<file path="src/rtl/bin2bcd_pkg.sv">
// Shared types and constants for the sequential binary-to-BCD converter.
// The add-3 threshold lives here so the digit adjuster and any future users agree on it.
package bin2bcd_pkg;

  typedef enum logic {
    IDLE  = 1'b0,
    SHIFT = 1'b1
  } state_e;

  localparam int BCD_DIGIT_W = 4;

  localparam logic [BCD_DIGIT_W-1:0] ADJ3_THRESHOLD = 4'd5;

  // A digit at or above 5 would reach 10+ after doubling, so it is corrected first.
  function automatic logic needs_adj3(input logic [BCD_DIGIT_W-1:0] digit);
    return (digit >= ADJ3_THRESHOLD);
  endfunction

endpackage

</file>
<file path="src/rtl/bin2bcd_seq_adj3.sv">
// Double-dabble digit correction: adds 3 to a BCD digit of 5 or more.
// Valid digits are 0..9, so the result is at most 12 and never carries out of 4 bits.
module bcd_adj3
  import bin2bcd_pkg::*;
(
  input  logic [BCD_DIGIT_W-1:0] digit_i,
  output logic [BCD_DIGIT_W-1:0] digit_o
);

  assign digit_o = needs_adj3(digit_i) ? (digit_i + BCD_DIGIT_W'(3)) : digit_i;

endmodule

</file>
<file path="src/rtl/bin2bcd_seq.sv">
// Sequential binary-to-BCD converter, one input bit per clock (shift-and-add-3).
// Outputs are registered and only change together with the done pulse.
module bin2bcd_seq
  import bin2bcd_pkg::*;
#(
  parameter int WIDTH  = 8,
  parameter int DIGITS = 3
) (
  input  logic                          clk,
  input  logic                          rst,
  input  logic                          start,
  input  logic [WIDTH-1:0]              bin,
  output logic [BCD_DIGIT_W*DIGITS-1:0] bcd,
  output logic                          busy,
  output logic                          done,
  output logic                          overflow
);

  localparam int BCD_W = BCD_DIGIT_W * DIGITS;
  localparam int CNT_W = $clog2(WIDTH + 1);

  localparam logic [CNT_W-1:0] CNT_LOAD = CNT_W'(WIDTH);
  localparam logic [CNT_W-1:0] CNT_LAST = CNT_W'(1);

  state_e             state_q,   state_d;
  logic [WIDTH-1:0]   shift_q,   shift_d;
  logic [BCD_W-1:0]   scratch_q, scratch_d;
  logic [CNT_W-1:0]   cnt_q,     cnt_d;
  logic               sticky_q,  sticky_d;
  logic [BCD_W-1:0]   bcd_q,     bcd_d;
  logic               ovf_q,     ovf_d;
  logic               busy_q,    busy_d;
  logic               done_q,    done_d;

  logic [BCD_W-1:0]   adjusted;

  genvar gi;
  generate
    for (gi = 0; gi < DIGITS; gi++) begin : g_adj
      bcd_adj3 u_adj3 (
        .digit_i (scratch_q[gi*BCD_DIGIT_W +: BCD_DIGIT_W]),
        .digit_o (adjusted[gi*BCD_DIGIT_W +: BCD_DIGIT_W])
      );
    end
  endgenerate

  always_ff @(posedge clk or posedge rst) begin
    if (rst) begin
      state_q   <= IDLE;
      shift_q   <= '0;
      scratch_q <= '0;
      cnt_q     <= '0;
      sticky_q  <= 1'b0;
      bcd_q     <= '0;
      ovf_q     <= 1'b0;
      busy_q    <= 1'b0;
      done_q    <= 1'b0;
    end else begin
      state_q   <= state_d;
      shift_q   <= shift_d;
      scratch_q <= scratch_d;
      cnt_q     <= cnt_d;
      sticky_q  <= sticky_d;
      bcd_q     <= bcd_d;
      ovf_q     <= ovf_d;
      busy_q    <= busy_d;
      done_q    <= done_d;
    end
  end

  always_comb begin
    state_d   = state_q;
    shift_d   = shift_q;
    scratch_d = scratch_q;
    cnt_d     = cnt_q;
    sticky_d  = sticky_q;
    bcd_d     = bcd_q;
    ovf_d     = ovf_q;
    busy_d    = busy_q;
    done_d    = 1'b0;

    unique case (state_q)
      IDLE: begin
        if (start) begin
          shift_d   = bin;
          scratch_d = '0;
          sticky_d  = 1'b0;
          cnt_d     = CNT_LOAD;
          busy_d    = 1'b1;
          state_d   = SHIFT;
        end
      end

      SHIFT: begin
        // The top adjusted bit is shifted out of the scratch register; remember it.
        {scratch_d, shift_d} = {adjusted[BCD_W-2:0], shift_q, 1'b0};
        sticky_d             = sticky_q | adjusted[BCD_W-1];
        cnt_d                = cnt_q - CNT_W'(1);
        if (cnt_q == CNT_LAST) begin
          bcd_d   = scratch_d;
          ovf_d   = sticky_d;
          done_d  = 1'b1;
          busy_d  = 1'b0;
          state_d = IDLE;
        end
      end

      default: begin
        state_d = IDLE;
        busy_d  = 1'b0;
      end
    endcase
  end

  assign bcd      = bcd_q;
  assign overflow = ovf_q;
  assign busy     = busy_q;
  assign done     = done_q;

endmodule

</file>
<file path="config.mk">
export PLATFORM = sky130hd
export DESIGN_NAME = bin2bcd_seq
export DESIGN_NICKNAME = d
export VERILOG_FILES = /design/src/rtl/bin2bcd_pkg.sv /design/src/rtl/bin2bcd_seq_adj3.sv /design/src/rtl/bin2bcd_seq.sv
export SDC_FILE = /design/constraint.sdc
export NUM_CORES = 1
export LEC_CHECK = 0
export ABC_AREA = 1
export CAP_MARGIN = 20
export CORE_AREA = 5 5 77 62
export CTS_BUF_LIST = sky130_fd_sc_hd__clkbuf_2
export DETAILED_ROUTE_END_ITERATION = 8
export DIE_AREA = 0 0 82 67
export PLACE_DENSITY = 0.82
export SYNTH_ARGS = -nofsm -noshare
export SYNTH_HDL_FRONTEND = slang
export SYNTH_SLANG_ARGS = --single-unit
</file>
<file path="constraint.sdc">
create_clock -name clk -period 1.3 [get_ports clk]
set_clock_uncertainty 0.05 [all_clocks]
set_input_delay 0.26 -clock clk [delete_from_list [all_inputs] [get_ports clk]]
set_output_delay 0.26 -clock clk [all_outputs]
set_load 0.01 [all_outputs]
</file>
* Word level (Yosys, flattened, before mapping) *
Cells that the tools add are included.

word-level totals
  flip-flop bits (word level) = 41
  bits in latches = 0
  bits in writable memories = 0
  memory bits (read-only) = 0
  bits of input ports = 11
  memories = 0

operators by class
  $add $sub $neg = 4
  $mul = 0
  div/mod/pow operators = 0
  magnitude comparators = 3
  eq/ne operators = 3
  shifts and indexed selects = 0
  muxes and demuxes = 19
  bitwise logic cells = 2
  reductions and logical operators = 2

operator list
  cell                                                                   count
  12-bit case mux with 2 select lines                                    1
  4-bit 2-to-1 mux                                                       4
  8-bit case mux with 2 select lines                                     1
  4-bit by 2-bit adder with 4-bit output, second input constant          3
  4-bit by 3-bit >= comparator with 1-bit output, second input constant  3
  12-bit 2-to-1 mux                                                      1
  8-bit 2-to-1 mux                                                       1
  4-bit case mux with 2 select lines                                     1
  1-bit 2-to-1 mux                                                       7
  1-bit case mux with 2 select lines                                     3
  4-bit by 1-bit == test with 1-bit output, second input constant        1
  2-bit AND reduction                                                    2
  4-bit by 1-bit subtractor with 4-bit output, second input constant     1
  2-bit by 1-bit != test with 1-bit output, second input constant        1
  2-bit != test, second input constant                                   1
  1-bit NOT                                                              1
  1-bit OR                                                               1

* Logic depth before layout (Yosys ltp) *
Gate-level depths: netlist of run 1.

  depth after elaboration = 4
  gate-level depth with buffers = 10
  mapped depth without buffers = 10

* Hierarchy *
From an unflattened synthesis of run 1, not the netlist that was laid out.

second synthesis, totals
  cells, all modules = 241
  area, all modules = 2087.0 um^2

by module, submodules not included
  module       instances  cells an instance  area an instance (um^2)  seq. area each (um^2)
  bin2bcd_seq  1          172                1681.6                   1026.0
  bcd_adj3     3          23                 135.1                    0.0

* Worst setup path before layout of run 1 *
OpenSTA, ideal clock, no wires.

  path kind = reg2reg
  from = reg scratch_q[0]
  to = reg scratch_q[1]
  library setup time = 0.065 ns
  arrival = 1.243 ns
  slack = -0.058 ns
  cell stages (with the launch flop) = 9
  path buffers = 0
  clock period less this slack = 1.358 ns
  cells stage by stage = dfrtp_1 inv_1 ha_1 inv_1 o21ai_0 nand2_1 nand2_1 nand3_1 nand2_1

between the ends
  cells in the longest elaborated chain, start to end = 3
  elaborated cells on any way between the ends = 4

ends and longest elaborated chain
  element                                                                                                          RTL line                                   RTL
  from (decl)                                                                                                      bin2bcd_seq.sv:27                          logic [BCD_W-1:0] scratch_q, scratch_d;
  from (signal assigned)                                                                                           bin2bcd_seq.sv:61                          scratch_q <= scratch_d;
  4-bit by 2-bit adder with 4-bit output / 4-bit by 3-bit >= comparator with 1-bit output (equally long branches)  bin2bcd_seq_adj3.sv:10, bin2bcd_pkg.sv:16
  4-bit 2-to-1 mux (*)                                                                                             bin2bcd_seq_adj3.sv:10                     assign digit_o = needs_adj3(digit_i) ? (digit_i + BCD_DIGIT_W'(3)) : digit_i;
  12-bit case mux with 2 select lines (*)                                                                          bin2bcd_seq.sv:82                          unique case (state_q)

Every way passes the cells marked *; elsewhere a longest branch is shown, timed or not.
A chain may end at the register's enable or synchronous reset.

* Worst setup path after layout of run 1 *
  from = reg cnt_q[1]
  to = reg bcd_q[8] (netlist: bcd[8])

between the ends
  cells in the longest elaborated chain, start to end = 2

ends and longest elaborated chain
  element                                   RTL line           RTL
  from (decl)                               bin2bcd_seq.sv:28  logic [CNT_W-1:0] cnt_q, cnt_d;
  from (signal assigned)                    bin2bcd_seq.sv:62  cnt_q <= cnt_d;
  4-bit by 1-bit == test with 1-bit output  bin2bcd_seq.sv:99  if (cnt_q == CNT_LAST) begin
  2-bit AND reduction (no source line)      -
  to (signal assigned)                      bin2bcd_seq.sv:54  bcd_q <= '0;
  to (signal assigned)                      bin2bcd_seq.sv:64  bcd_q <= bcd_d;
  to (decl)                                 bin2bcd_seq.sv:30  logic [BCD_W-1:0] bcd_q, bcd_d;

Every way passes these cells.

==> results of run 1 <==
-- logic make-up after synthesis --
kind of cell / count (synthesis) / share of synthesized area [%]
AO/OA/AOI/OAI: 28 / 8.64
buffers and inverters: 28 / 6.28
AND/OR/NAND/NOR: 121 / 26.2
flip-flops: 41 / 53.7
adder cells (fa/ha/maj): 8 / 5.24
-- worst max path at each step --
stage                                         from                        end
after floorplan               cnt_q[1]$_DFFE_PP0P_         bcd[4]$_DFFE_PP0P_
after CTS                     cnt_q[1]$_DFFE_PP0P_         bcd[4]$_DFFE_PP0P_
after global placement    scratch_q[4]$_DFFE_PP0P_         bcd[5]$_DFFE_PP0P_
after detailed placement  scratch_q[8]$_DFFE_PP0P_  scratch_q[10]$_DFFE_PP0P_
after global routing      scratch_q[4]$_DFFE_PP0P_         bcd[5]$_DFFE_PP0P_
final                         cnt_q[1]$_DFFE_PP0P_         bcd[8]$_DFFE_PP0P_
-- power by group through the flow --
stage / Clock [W] / Combinational [W] / Sequential, W
after detailed placement: 0 / 0.00304 / 0.00227
after global placement: 0 / 0.00292 / 0.00227
final: 0.000544 / 0.00428 / 0.00233
after CTS: 0.000558 / 0.00349 / 0.00228
after global routing: 0.000602 / 0.00472 / 0.00240
after floorplan: 0 / 0.00174 / 0.00231
-- Yosys cell counts (all sizes together), types with 3 or more instances --
library cell,n
buf,5
dfrtp,41
ha,8
inv,23
nand2,84
nand3,30
nor2,6
o211ai,3
o21ai,16
o22ai,5
-- critical path, cell delays in order (launching register included) --
cell     delay [ns]
dfrtp_1        0.43
inv_1          0.08
ha_1           0.16
nand2_2        0.07
nor3_4         0.13
buf_4          0.16
buf_6          0.12
nand3_1        0.08
nand2_1        0.08
-- registers in the layout, summed over array words and instances, names as in the netlist --
signal     count
scratch_q     12
sticky_q       1
bcd           12
state_q        1
done           1
shift_q        8
overflow       1
busy           1
cnt_q          4
-- timing repair --
| action | CTS | global route |
|---|---|---|
| buffers inserted | 9 | 7 |
| setup endpoints to repair | 40 | 49 |
| gates cloned | 0 | 2 |
| pin swaps | 15 | 20 |
| resized for setup | 102 | 39 |
-- routing by layer --
metal / global-route usage (%) / wire length (um) / part of all wire [%] / vias to the layer above
met1: 25.4 / 2240 / 44 / 866
met3: 4.05 / 301 / 5.9 / 10
met4: 8.30 / 80 / 1.6 / 0
met5: 0 / 0 / 0 / -
li1: - / - / - / 869
met2: 29.2 / 2470 / 48 / 58
-- final cells by class --
type                       instances  share of cell area, %
inverter                          23                   3.53
clock inverter                     3                  0.459
clock buffer                       5                  0.917
timing repair inverter             1                  0.229
multi-input combinational        157                   36.7
tap                               55                   2.52
timing repair buffer              63                   18.0
sequential                        41                   37.7
-- stage by stage --
stage                     total power (W)  worst slack [ns]  TNS [ns]  util [%]
after CTS                         0.00634           -0.0996     -1.12      64.6
after floorplan                   0.00405           0.00135         0         -
after global placement            0.00519           -0.0547    -0.838      60.6
after detailed placement          0.00531            -0.110     -2.55      60.6
after global routing              0.00772            -0.168     -3.41      69.9
final                             0.00716            -0.111     -1.55      69.9
==> flow_summary_export.csv, run 1 <==
group,metric,value,unit
run_status,outcome,"finished, violations left",
run_status,violations,"setup timing",
clock_tree,cts_root_buf,"clkbuf_2",
hold_path,hp-class,"in2async",
timing,rsz0062_at_grt,"true",
route,ant_nets,0,
timing,maxSlewViolCount,0,
run,maxCapViolations,0,
timing,hold_viol,0,
route,vias,1803,
clock_tree,clk_pin_slew,0.21,ns
clock_tree,htreeDepth,2,
place,placedInstanceArea,0.00237,mm^2
grt,grt_usage,18.9,%
place,io_buffer_count,25,
worst_setup_path,cp.required,1.60,ns
pwr,seqPwrFrac,32.5,%
synthesis,synth_top_cell_by_area,"dfrtp_1",
worst_setup_path,worstReg2RegStart,"cnt_q[1]$_DFFE_PP0P_",
cells_and_area,finalNonFillerCells,348,
route,wl_per_cell,14.7,um
pwr,p_leak,1.40,nW
synthesis,synth_cell_types,20,
clock_tree,clock_latency,0.40,ns
pwr,swShare,45.3,%
floorplan,boundaryPins,26,
route,via_per_inst,5.18,
synthesis,synth_area_leaders,"dfrtp_1 (54%), nand2_1 (16%), nand3_1 (7.9%)",
cells_and_area,regArea,0.00103,mm^2
synthesis,synth_enable_flop_cells,0,
synthesis,syn_area_per_cell,8.46,um^2
timing,slew_headroom,77.8,%
cells_and_area,fillers,295,
place,place_inst,322,
grt,grt-ovfl-total,0,
worst_setup_path,end_kind,"flip-flop",
timing,tightest_slew,0.329,ns
worst_setup_path,critPathKind,"reg2reg",
cells_and_area,final_common_cell,"nand2_1",
clock_tree,cts_made_buffers,5,
synthesis,async_reset_ff_share,100,%
synthesis,syn_area,0.00191,mm^2
synthesis,ys_ff_latch,41,
grt,grt_pass1_vias,1716,
timing,setup-violations-final,24,
synthesis,synth_top_area_share,53.7,%
clock_tree,cts_tree,"built",
worst_setup_path,rr_worst_depth,8,
worst_setup_path,timing.rr.end,"bcd[8]$_DFFE_PP0P_",
grt,grt_max_degree,42,
synthesis,syn_nets,245,
floorplan,die_h,67,um
pwr,p_comb_share,59.9,%
timing,hold_slack,0.137,ns
clock_tree,cts_sinks,41,
pwr,p_sw,0.00324,W
route,remaining_drc_errors,0,
cells_and_area,nets,311,
floorplan,start_util,49.0,%
grt,grt_pass1_wl,7.81,mm
timing,fmax,0.709,GHz
worst_setup_path,worst_ep_arrival_time,1.71,ns
floorplan,core,0.00390,mm^2
synthesis,ys_warn_count,0,
place,dp_hpwl,2.98,mm
floorplan,die_area,0.00549,mm^2
cells_and_area,drive_above_1_share,38.9,%
cells_and_area,multi_input_area,0.00100,mm^2
worst_setup_path,crit_fanout,5,
pwr,p_int,0.00392,W
route,dr.pass1.iters,4,
synthesis,ys_seq_area_share,53.7,%
timing,post-route-period-util,109,%
route,routed_wl,5.10,mm
floorplan,die_x,82,um
synthesis,synth_cells,226,
cells_and_area,area_delta_synth_final,42.7,%
worst_setup_path,r2r_slack,-0.11,ns
cells_and_area,layout_common_cells,"nand2_1 (69), dfrtp_1 (40), buf_4 (34)",
grt,antenna_found_initial,0,
floorplan,rows,20,
clock_tree,cts_hold_buf,0,
timing,setup_ws,-0.111,ns
pwr,cellPowerDensity,2620,mW/mm^2
timing,fin_crit,1.41,ns
clock_tree,cts_buffer_depth,2,
worst_setup_path,startpoint_type,"flip-flop",
place,gp_congestion,0.808,
route,drtIter0Drc,139,
synthesis,synthFlopType,"dfrtp_1",
pwr,power.share.clock,7.6,%
cells_and_area,design_area,0.00273,mm^2
cells_and_area,diodes,0,
pwr,ir_drop,0.00117,V
Power figures use the tool's default switching activity.
==> run 2: changes to the inputs <==
CORE_AREA = 5 5 80 63   (was 5 5 77 62)
DIE_AREA = 0 0 85 68   (was 0 0 82 67)
PLACE_DENSITY = 0.83   (was 0.82)
SYNTH_HIERARCHICAL = 1   (was default)
==> run 2 against run 1 <==
The flow still finishes with violations (setup timing). Global-route usage down 1.7 points. Hold slack lost 0.0084 ns. Via count shrank 1.7%. Combinational power decreased by 3%. Routed wire length down 8.0%. Synthesized area up 9.2%. Power increased by 0.88%. Worst setup slack worse by 0.019 ns. Utilization decreased by 5.4 points. Sequential share of layout area decreased by 0.19 points. Critical path type unchanged. Critical endpoint is now sticky_q$_DFFE_PP0P_. Largest power group unchanged.
==> flow_summary_export.csv, run 2 <==
group,metric,value,unit
cells_and_area,finalNonFillerCells,354,
timing,rsz0062_at_grt,"true",
cells_and_area,drive_above_1_share,41.4,%
worst_setup_path,crit_fanout,4,
cells_and_area,final_util,64.5,%
cells_and_area,diodes,0,
grt,gr-usage-met3,4.21,%
grt,grtUsageMet2,28.7,%
synthesis,syn_area_per_cell,8.66,um^2
run,maxCapViolations,0,
floorplan,start_util,49.0,%
synthesis,synth_cells,241,
worst_setup_path,crit_family,"simple AND/OR/NAND/NOR gates",
pwr,p_sw,0.00321,W
timing,setup-violations-final,14,
timing,fmax,0.699,GHz
clock_tree,cts_made_buffers,5,
clock_tree,cts_tree,"built",
pwr,p_comb_share,57.8,%
grt,grt_pass1_vias,1714,
floorplan,die_h,68,um
synthesis,ys_seq_area_share,49.2,%
timing,tightest_slew,0.271,ns
route,wl_per_cell,13.3,um
route,remaining_drc_errors,0,
route,ant_nets,0,
timing,maxSlewViolCount,0,
worst_setup_path,critical-path-slowest-cell,"dfrtp_1",
pwr,p_leak,1.34,nW
worst_setup_path,crit_buf_inv,1,
pwr,swShare,44.4,%
route,via_per_inst,5.01,
cells_and_area,area_delta_synth_final,31.5,%
grt,grt_pass1_wl,7.79,mm
worst_setup_path,critPathKind,"reg2reg",
worst_setup_path,end_kind,"flip-flop",
grt,antenna_found_initial,0,
synthesis,syn_nets,260,
floorplan,core,0.00426,mm^2
clock_tree,cts_buffer_depth,2,
cells_and_area,fillers,336,
clock_tree,cts_root_buf,"clkbuf_2",
pwr,power.share.clock,10.5,%
route,drtIter0Drc,74,
synthesis,synthFlopType,"dfrtp_1",
synthesis,synth_enable_flop_cells,0,
grt,grt_usage,17.2,%
worst_setup_path,cp.required,1.59,ns
clock_tree,htreeDepth,2,
pwr,p_int,0.00401,W
floorplan,rows,21,
clock_tree,clk_pin_slew,0.20,ns
worst_setup_path,cpPeakStageDelay,0.41,ns
grt,busiest_layer,"met2",
synthesis,ys_ff_latch,41,
clock_tree,cts_sinks,41,
synthesis,synth_area_leaders,"dfrtp_1 (49%), nand2_1 (13%), o21ai_2 (6.7%)",
timing,hold_viol,0,
grt,grtUsageMet1,21.4,%
cells_and_area,nets,315,
cells_and_area,layout_common_cells,"nand2_1 (69), dfrtp_1 (39), buf_4 (25)",
hold_path,hp-class,"in2async",
route,routed_wl,4.69,mm
worst_setup_path,startpoint_type,"flip-flop",
floorplan,die_area,0.00578,mm^2
run_status,outcome,"finished, violations left",
synthesis,yosysMostFrequentCell,"nand2_1",
place,dp_hpwl,3.04,mm
grt,grt-ovfl-total,0,
synthesis,synth_top_cells_by_count,"nand2_1 (73), dfrtp_1 (41), inv_1 (30)",
floorplan,boundaryPins,26,
route,vias,1772,
pwr,ir_drop,0.00133,V
worst_setup_path,r2r_slack,-0.13,ns
timing,post-route-period-util,110,%
place,io_buffer_count,25,
floorplan,die_x,85,um
worst_setup_path,worst_ep_arrival_time,1.72,ns
pwr,cellPowerDensity,2630,mW/mm^2
worst_setup_path,path_cells,"inv_2, ha_4, nand2_2, nand2_2, nor2_4, a21oi_2, or2_4, nand2_1, nand2_1",
synthesis,synth_top_area_share,49.2,%
clock_tree,clock_latency,0.41,ns
timing,fin_crit,1.43,ns
synthesis,ys_warn_count,6,
place,gp_congestion,0.869,
synthesis,async_reset_ff_share,100,%
synthesis,syn_area,0.00209,mm^2
route,dr.pass1.iters,4,
synthesis,synth_top_cell_by_area,"dfrtp_1",
cells_and_area,final_common_cell,"nand2_1",
pwr,seqPwrFrac,31.7,%
place,place_inst,334,
grt,grt_max_degree,42,
synthesis,synth_cell_types,23,
timing,hold_slack,0.128,ns
run_status,violations,"setup timing",
timing,setup_ws,-0.130,ns
timing,slew_headroom,81.9,%
run 2: cell types whose count changed in the layout (fill, tap and decap cells not counted), sizes merged, moves of 8 or more:
| cell | delta |
|---|---|
| nand2 | -8 |
| buf | -9 |
| nor2 | +14 |
| inv | +10 |
| nand3 | -18 |
| o21ai | +19 |
run 2: routing by layer:
metal  vias to the layer above  share of wire (%)  routed length [um]
met2                        42                 48                2260
met5                         -                  0                   0
met1                       843                 45                2100
li1                        873                  -                   -
met4                         0                2.4                 112
met3                        14                4.6                 218
run 2: layout make-up:
type,instances,area (um^2),area share (%)
flip-flops and latches,41,1030,37.5
multi-input cells,161,1030,37.4
repair buffers,54,432,15.7
inverters,33,124,4.51
well taps,57,71.3,2.60
clock inverters,2,33.8,1.23
clock buffers,6,30.0,1.09
run 2: logic make-up after synthesis:
| group | count (synthesis) | share of synthesized area (%) |
|---|---|---|
| AND/OR/NAND/NOR | 110 | 23.9 |
| AO/OA/AOI/OAI | 43 | 14.1 |
| flip-flops | 41 | 49.2 |
| buffers and inverters | 39 | 8.09 |
| adder cells (fa/ha/maj) | 8 | 4.80 |
run 2: worst reg2reg max path: stages, from the launching register on:
cell	delay, ns
dfrtp_1	0.41
inv_2	0.08
ha_4	0.17
nand2_2	0.07
nand2_2	0.08
nor2_4	0.13
a21oi_2	0.05
or2_4	0.23
nand2_1	0.05
nand2_1	0.04
run 2: path summary, 6_finish.rpt:
check	cells after the start	end	start
min in group clk	3	shift_q[2]$_DFFE_PP0P_	bin[2]
min	3	bcd[6]$_DFFE_PP0P_	rst
max reg2reg	9	sticky_q$_DFFE_PP0P_	scratch_q[9]$_DFFE_PP0P_
max in group asynchronous	3	scratch_q[0]$_DFFE_PP0P_	rst
max	9	sticky_q$_DFFE_PP0P_	scratch_q[9]$_DFFE_PP0P_
min reg2reg	2	bcd[9]$_DFFE_PP0P_	bcd[9]$_DFFE_PP0P_
run 2: what timing repair did:
action                                  CTS  global route
pin swaps                                18            12
hold endpoints to repair                  0             0
cloned                                    0             0
hold buffers                              0             0
endpoints found under the setup margin   33            41
gates resized for setup                  92            24
buffers inserted                          6             6
run 2: through the flow:
stage,TNS (ns),worst slack [ns],total power [W],instance area (um^2)
5_1_grt,-3.17,-0.208,0.00781,2750
6_report,-0.853,-0.130,0.00722,2750
3_5_place_dp,-2.18,-0.119,0.00576,2530
4_1_cts,-0.787,-0.103,0.00674,2630
2_1_floorplan,-0.127,-0.0635,0.00457,2100
3_3_place_gp,-1.05,-0.0740,0.00563,2530
run 2: power by group through the flow:
stage | registers [W] | logic (W) | clock network [W]
6_report | 0.00229 | 0.00417 | 0.000758
3_5_place_dp | 0.00226 | 0.00350 | 0
2_1_floorplan | 0.00231 | 0.00226 | 0
3_3_place_gp | 0.00225 | 0.00338 | 0
4_1_cts | 0.00225 | 0.00373 | 0.000759
5_1_grt | 0.00236 | 0.00462 | 0.000829
